--- config.mk ---
export PLATFORM = sky130hd
export DESIGN_NAME = axil_ram_flat
export DESIGN_NICKNAME = d
export VERILOG_FILES = /design/src/rtl/axil_ram_pkg.sv /design/src/rtl/axil_ram_if.sv /design/src/rtl/strb_ram_array.sv /design/src/rtl/axil_ram.sv /design/src/flat_wrapper.sv
export SDC_FILE = /design/constraint.sdc
export NUM_CORES = 1
export LEC_CHECK = 0
export CORE_MARGIN = 8
export CORE_UTILIZATION = 41
export CTS_BUF_LIST = sky130_fd_sc_hd__clkbuf_8 sky130_fd_sc_hd__clkbuf_16
export CTS_CLUSTER_DIAMETER = 40
export DETAILED_ROUTE_END_ITERATION = 10
export HOLD_SLACK_MARGIN = 0.05
export MAX_ROUTING_LAYER = met4
export SETUP_SLACK_MARGIN = 0.02
export SLEW_MARGIN = 10
export SYNTH_ARGS = -nofsm -noshare
export SYNTH_HDL_FRONTEND = slang
export SYNTH_SLANG_ARGS = --single-unit
--- constraint.sdc ---
create_clock -name clk -period 3.6 [get_ports clk]
set_input_delay 0.72 -clock clk [delete_from_list [all_inputs] [get_ports clk]]
set_output_delay 0.72 -clock clk [all_outputs]
set_load 0.01 [all_outputs]
--- src/rtl/axil_ram_pkg.sv ---
// axil_ram_pkg: response codes, FSM state types and slot-index width helper for axil_ram
package axil_ram_pkg;
  localparam logic [1:0] RESP_OKAY = 2'b00;
  localparam logic [1:0] RESP_SLVERR = 2'b10;
  typedef enum logic [1:0] {W_IDLE, W_ADDR, W_DATA, W_RESP} write_state_t;
  typedef enum logic {R_IDLE, R_VALID} read_state_t;
  function automatic int slot_w(input int n);
    return n > 1 ? $clog2(n) : 1;
  endfunction
endpackage

--- src/rtl/axil_ram_if.sv ---
// axil_ram_if: AXI4-Lite AW/W/B/AR/R channel bundle; master drives valids/addr/data/readies-for-responses, slave the rest
interface axil_ram_if #(parameter int ADDR_WIDTH = 8, parameter int DATA_WIDTH_BYTES = 4);
  logic awvalid, awready, wvalid, wready, bvalid, bready, arvalid, arready, rvalid, rready;
  logic [ADDR_WIDTH-1:0] awaddr, araddr;
  logic [DATA_WIDTH_BYTES*8-1:0] wdata, rdata;
  logic [DATA_WIDTH_BYTES-1:0] wstrb;
  logic [1:0] bresp, rresp;
  modport master(output awvalid, awaddr, wvalid, wdata, wstrb, bready, arvalid, araddr, rready,
                 input awready, wready, bvalid, bresp, arready, rvalid, rdata, rresp);
  modport slave(input awvalid, awaddr, wvalid, wdata, wstrb, bready, arvalid, araddr, rready,
                output awready, wready, bvalid, bresp, arready, rvalid, rdata, rresp);
endinterface

--- src/rtl/strb_ram_array.sv ---
// strb_ram_array: NUM_SLOTS x DATA_WIDTH_BYTES storage, byte-strobed write port, registered read port (rok=0 reads 0), sync clear on rst
module strb_ram_array import axil_ram_pkg::*; #(
  parameter int NUM_SLOTS = 6,
  parameter int DATA_WIDTH_BYTES = 4,
  localparam int SW = slot_w(NUM_SLOTS)
) (
  input  logic clk,
  input  logic rst,
  input  logic we,
  input  logic [SW-1:0] waddr,
  input  logic [DATA_WIDTH_BYTES*8-1:0] wdata,
  input  logic [DATA_WIDTH_BYTES-1:0] wstrb,
  input  logic re,
  input  logic rok,
  input  logic [SW-1:0] raddr,
  output logic [DATA_WIDTH_BYTES*8-1:0] rdata
);
  logic [DATA_WIDTH_BYTES-1:0][7:0] mem [NUM_SLOTS];
  always_ff @(posedge clk)
    if (rst) begin
      for (int k = 0; k < NUM_SLOTS; k++) mem[k] <= '0;
      rdata <= '0;
    end else begin
      if (we) for (int i = 0; i < DATA_WIDTH_BYTES; i++) if (wstrb[i]) mem[waddr][i] <= wdata[i*8 +: 8];
      if (re) rdata <= rok ? mem[raddr] : '0;
    end
endmodule

--- src/rtl/axil_ram.sv ---
// axil_ram: AXI4-Lite slave RAM (clk, rst, s: axil_ram_if.slave); strobe-merge writes, registered reads, SLVERR beyond NUM_SLOTS
module axil_ram import axil_ram_pkg::*; #(
  parameter int NUM_SLOTS = 6,
  parameter int DATA_WIDTH_BYTES = 4,
  parameter int ADDR_WIDTH = 8
) (
  input logic clk,
  input logic rst,
  axil_ram_if.slave s
);
  localparam int OB = $clog2(DATA_WIDTH_BYTES);
  localparam int SW = slot_w(NUM_SLOTS);
  localparam int DW = DATA_WIDTH_BYTES * 8;
  write_state_t ws;
  read_state_t rs;
  logic [ADDR_WIDTH-1:0] aw_slot, ar_slot, h_slot, c_slot;
  logic [DW-1:0] h_data, c_data;
  logic [DATA_WIDTH_BYTES-1:0] h_strb, c_strb;
  logic aw_hs, w_hs, ar_hs, commit, c_ok, ar_ok;
  assign s.awready = !rst && (ws == W_IDLE || ws == W_DATA);
  assign s.wready = !rst && (ws == W_IDLE || ws == W_ADDR);
  assign s.bvalid = !rst && ws == W_RESP;
  assign s.arready = !rst && rs == R_IDLE;
  assign s.rvalid = !rst && rs == R_VALID;
  assign aw_hs = s.awvalid && s.awready;
  assign w_hs = s.wvalid && s.wready;
  assign ar_hs = s.arvalid && s.arready;
  assign aw_slot = s.awaddr >> OB;
  assign ar_slot = s.araddr >> OB;
  assign c_slot = ws == W_ADDR ? h_slot : aw_slot;
  assign c_data = ws == W_DATA ? h_data : s.wdata;
  assign c_strb = ws == W_DATA ? h_strb : s.wstrb;
  assign commit = (aw_hs && (w_hs || ws == W_DATA)) || (w_hs && ws == W_ADDR);
  assign c_ok = 32'(c_slot) < NUM_SLOTS;
  assign ar_ok = 32'(ar_slot) < NUM_SLOTS;
  always_ff @(posedge clk)
    if (rst) begin
      ws <= W_IDLE;
      s.bresp <= RESP_OKAY;
    end else begin
      if (aw_hs) h_slot <= aw_slot;
      if (w_hs) begin
        h_data <= s.wdata;
        h_strb <= s.wstrb;
      end
      if (commit) begin
        ws <= W_RESP;
        s.bresp <= c_ok ? RESP_OKAY : RESP_SLVERR;
      end else if (ws == W_RESP && s.bready) ws <= W_IDLE;
      else if (aw_hs) ws <= W_ADDR;
      else if (w_hs) ws <= W_DATA;
    end
  always_ff @(posedge clk)
    if (rst) begin
      rs <= R_IDLE;
      s.rresp <= RESP_OKAY;
    end else if (ar_hs) begin
      rs <= R_VALID;
      s.rresp <= ar_ok ? RESP_OKAY : RESP_SLVERR;
    end else if (rs == R_VALID && s.rready) rs <= R_IDLE;
  strb_ram_array #(.NUM_SLOTS(NUM_SLOTS), .DATA_WIDTH_BYTES(DATA_WIDTH_BYTES)) u_ram (
    .clk(clk),
    .rst(rst),
    .we(commit && c_ok),
    .waddr(c_slot[SW-1:0]),
    .wdata(c_data),
    .wstrb(c_strb),
    .re(ar_hs),
    .rok(ar_ok),
    .raddr(ar_slot[SW-1:0]),
    .rdata(s.rdata)
  );
endmodule

--- src/flat_wrapper.sv ---
// flat-port wrapper written by rule: the top's interface ports become plain ports
module axil_ram_flat import axil_ram_pkg::*;
#(
  parameter int NUM_SLOTS = 6,
  parameter int DATA_WIDTH_BYTES = 4,
  parameter int ADDR_WIDTH = 8
)
  (clk, rst, s_awvalid, s_awaddr, s_wvalid, s_wdata, s_wstrb, s_bready, s_arvalid, s_araddr, s_rready, s_awready, s_wready, s_bvalid, s_bresp, s_arready, s_rvalid, s_rdata, s_rresp);
  axil_ram_if #(.ADDR_WIDTH(ADDR_WIDTH), .DATA_WIDTH_BYTES(DATA_WIDTH_BYTES)) s_i ();
  input logic clk;
  input logic rst;
  input wire logic [$bits(s_i.awvalid)-1:0] s_awvalid;
  input wire logic [$bits(s_i.awaddr)-1:0] s_awaddr;
  input wire logic [$bits(s_i.wvalid)-1:0] s_wvalid;
  input wire logic [$bits(s_i.wdata)-1:0] s_wdata;
  input wire logic [$bits(s_i.wstrb)-1:0] s_wstrb;
  input wire logic [$bits(s_i.bready)-1:0] s_bready;
  input wire logic [$bits(s_i.arvalid)-1:0] s_arvalid;
  input wire logic [$bits(s_i.araddr)-1:0] s_araddr;
  input wire logic [$bits(s_i.rready)-1:0] s_rready;
  output wire logic [$bits(s_i.awready)-1:0] s_awready;
  output wire logic [$bits(s_i.wready)-1:0] s_wready;
  output wire logic [$bits(s_i.bvalid)-1:0] s_bvalid;
  output wire logic [$bits(s_i.bresp)-1:0] s_bresp;
  output wire logic [$bits(s_i.arready)-1:0] s_arready;
  output wire logic [$bits(s_i.rvalid)-1:0] s_rvalid;
  output wire logic [$bits(s_i.rdata)-1:0] s_rdata;
  output wire logic [$bits(s_i.rresp)-1:0] s_rresp;
  assign s_i.awvalid = s_awvalid;
  assign s_i.awaddr = s_awaddr;
  assign s_i.wvalid = s_wvalid;
  assign s_i.wdata = s_wdata;
  assign s_i.wstrb = s_wstrb;
  assign s_i.bready = s_bready;
  assign s_i.arvalid = s_arvalid;
  assign s_i.araddr = s_araddr;
  assign s_i.rready = s_rready;
  assign s_awready = s_i.awready;
  assign s_wready = s_i.wready;
  assign s_bvalid = s_i.bvalid;
  assign s_bresp = s_i.bresp;
  assign s_arready = s_i.arready;
  assign s_rvalid = s_i.rvalid;
  assign s_rdata = s_i.rdata;
  assign s_rresp = s_i.rresp;
  axil_ram #(.NUM_SLOTS(NUM_SLOTS), .DATA_WIDTH_BYTES(DATA_WIDTH_BYTES), .ADDR_WIDTH(ADDR_WIDTH)) u_core (.clk(clk), .rst(rst), .s(s_i));
endmodule
==> impl_metrics.py <==
metrics = {
    "clock_tree": {
        "postCtsHoldBufs": 0,
        "clock_latency_ns": 0.51,
        "cts_root_buf": "clkbuf_16",
        "cts_resized": 0,
        "cts_tree": "done",
        "cts_buffer_depth": 3,
        "clock_sinks": 271,
        "path_clk_slew_ns": 0.06,
        "cts_buffers": 36,
        "h-tree-depth": 2,
        "postCtsSetupBuffers": 0,
    },
    "critical_path": {
        "cp_slowest_cell": "clkdlybuf4s50_1",
        "end_kind": "output pin",
        "r2r-start": "u_core.ws[1]",
        "rr_worst_depth": 5,
        "cpPeakStageDelay_ns": 0.56,
        "worstSetupStartpoint": "rst",
        "crit_path_frequent_cell": "clkdlybuf4s50_1",
        "crit_required_ns": 2.88,
        "endpoint": "s_wready",
        "arrival_ns": 2.15,
        "r2r_end": "u_core.u_ram.mem[2][6]",
        "crit_chain": "clkdlybuf4s50_1 > buf_4 > nor2_1 > clkdlybuf4s50_1",
        "cp-start-kind": "input pin",
        "cp_max_fo": 6,
        "rrSetupSlack_ns": 0.90,
        "crit_type": "input pin to output pin",
    },
    "synth": {
        "synth_cell_types": 41,
        "ys_ff_latch": 271,
        "syn_area_per_cell_sq_um": 13.6,
        "synthFlopType": "edfxtp_1",
        "async_flop_share_pct": 0,
        "yosysTopAreaCell": "edfxtp_1",
        "seq_area_frac_synth_pct": 65.5,
        "yosys-top-cells-count": "234 x edfxtp_1, 153 x nor3_1, 130 x mux2i_1",
        "yosysMostFrequentCell": "edfxtp_1",
        "synth_area_leaders": "edfxtp_1 59%, mux2i_1 11%, nor3_1 6.5%, dfxtp_1 6.2%, a32o_1 2.6%",
        "yosysWarnings": 0,
        "syn-instance-count": 875,
        "synth_top_cell_area_share_pct": 59.3,
        "synth_edf_count": 234,
        "synth_area_sq_mm": 0.0119,
    },
    "global_route": {
        "grt_remaining_overflow": 0,
        "grt_use_total_pct": 17.2,
        "grt_pass1_wl_mm": 44.6,
        "grt_max_degree": 43,
        "antenna_found_initial": 1,
        "grt_pass1_vias": 7893,
    },
    "power_and_ir_drop": {
        "power_density_mw_per_mm2": 536,
        "ir_drop_mv": 0.279,
        "leakage_nw": 5.13,
        "total_power_mw": 7.87,
    },
    "routing": {
        "route.vias.total": 7729,
        "drc": 0,
        "antenna_left": 0,
        "drt_iter0_markers": 493,
        "dr.pass1.iters": 5,
        "routed_wl_mm": 28.9,
        "wire_per_inst_microns": 20.7,
        "via_per_inst": 5.53,
    },
    "place": {
        "dp_hpwl_mm": 18.3,
        "gp_congestion": 0.768,
        "port_buffers": 93,
        "pre_cts_ws_ns": 0.421,
    },
    "floorplan": {
        "fp.dieH_microns": 186,
        "core_sq_mm": 0.0286,
        "dieArea_sq_mm": 0.0346,
        "num_rows": 62,
        "ios": 100,
        "die_w_microns": 186,
        "initial_core_util_pct": 41.4,
    },
    "timing": {
        "fin_crit_ns": 2.87,
        "fin_setup_tns_ns": 0,
        "finalClockSkew_ns": 0.0115,
        "worstMarginPinSlew_ns": 0.742,
        "setup_ws_ns": 0.734,
        "setup_viol": 0,
        "hold_viol": 0,
        "drv_slew": 0,
        "rsz0062_at_grt": "no",
        "fmax_ghz": 0.349,
        "max_slew_margin_pct": 50.5,
        "fin_crit_sh_pct": 79.6,
    },
    "hold_path": {
        "min_path_type": "flop to flop",
    },
    "final_layout": {
        "layout.nets": 1045,
        "fillers": 2400,
        "final_layout_size_suffix_gt1_share_pct": 15.1,
        "area_delta_synth_final_pct": 23.8,
    },
    "job": {
        "maxCapViolCount": 0,
    },
    "status": {
        "status": "finished clean",
    },
}
## worst max-delay path: cells and delay by family
family | cells | cell delay, ns
buffers and inverters | 3 | 1.31
AND/OR/NAND/NOR | 1 | 0.12
## per-layer routing
layer | up-vias | global-route usage (%) | routed length (microns)
met2 | 221 | 27.1 | 13500
met3 | 51 | 3.53 | 1720
li1 | 3650 | - | -
met1 | 3807 | 22.3 | 12900
met5 | - | - | 0
met4 | 0 | 5.24 | 690
## power by group
| group | internal (mW) | switching [mW] | total (mW) |
|---|---|---|---|
| Clock | 2.33 | 1.36 | 3.69 |
| Sequential | 3.51 | 0.0343 | 3.54 |
| Combinational | 0.239 | 0.399 | 0.639 |
## area by class of cell
class                      count  area, sq um  area share (%)
timing repair buffer         152         1430            9.74
multi-input combinational    523         3730            25.4
tap                          384          480            3.27
clock inverter                23          277            1.88
sequential                   271         7770            52.9
antenna                        1         2.50          0.0171
clock buffer                  41          981            6.68
inverter                       2         7.51          0.0512
## sequential cells by signal (all words and copies together) (netlist names), 2 cells and up
| signal | cells |
|---|---|
| u_core.u_ram.mem | 192 |
| u_core.h_strb | 4 |
| u_core.h_slot | 6 |
| u_core.u_ram.rdata | 32 |
| u_core.h_data | 32 |
| u_core.ws | 2 |
## stage by stage
stage	hold WS [ns]	std cells	cell area [sq um]	utilization (%)
floorplan	0.467	876	11900	-
global placement	0.451	1332	13400	46.9
detailed placement	0.451	1332	13400	46.9
CTS	0.460	1396	14700	51.3
global route	0.469	1397	14700	51.3
finish	0.467	1397	14700	51.3
## cells in the final DEF, fill, tap and decap left out, types with 2 or more instances in the layout
cell	count
mux2i_1	130
nand2b_1	6
nand3_1	2
mux2i_2	2
buf_4	55
buf_12	5
clkdlybuf4s50_1	91
clkinv_4	3
clkbuf_8	4
o211ai_4	5
bufinv_16	5
o21ai_0	53
dfxtp_1	37
nor4_1	11
clkinv_2	3
nor3_1	153
and2_1	2
a21oi_1	3
a32o_1	31
and3_1	2
a22oi_1	34
inv_1	4
clkbuf_16	37
inv_6	5
nor2_2	2
edfxtp_1	234
clkinvlp_4	4
conb_1	2
mux2_2	12
nor2b_1	2
nand2_1	15
nor2_1	39
## cell families after synthesis
family / Yosys count / synth area share [%]
and+or+nand+nor: 241 / 9.97
other: 1 / 0.0316
AOI/OAI and AO/OA: 136 / 8.91
muxes: 144 / 12.3
buffers and inverters: 82 / 3.24
DFF: 271 / 65.5
## worst min path at each step
stage / start / to / slack [ns] / depth (start not counted)
2_1_floorplan: u_core.u_ram.rdata[30] / u_core.u_ram.rdata[30] / 0.47 / 2
3_3_place_gp: u_core.u_ram.rdata[30] / u_core.u_ram.rdata[30] / 0.45 / 2
3_5_place_dp: u_core.u_ram.rdata[30] / u_core.u_ram.rdata[30] / 0.45 / 2
4_1_cts: u_core.u_ram.rdata[30] / u_core.u_ram.rdata[30] / 0.46 / 2
5_1_grt: u_core.u_ram.rdata[30] / u_core.u_ram.rdata[30] / 0.47 / 2
6_report: u_core.u_ram.rdata[30] / u_core.u_ram.rdata[30] / 0.47 / 2
Power figures use the tool's default switching activity.
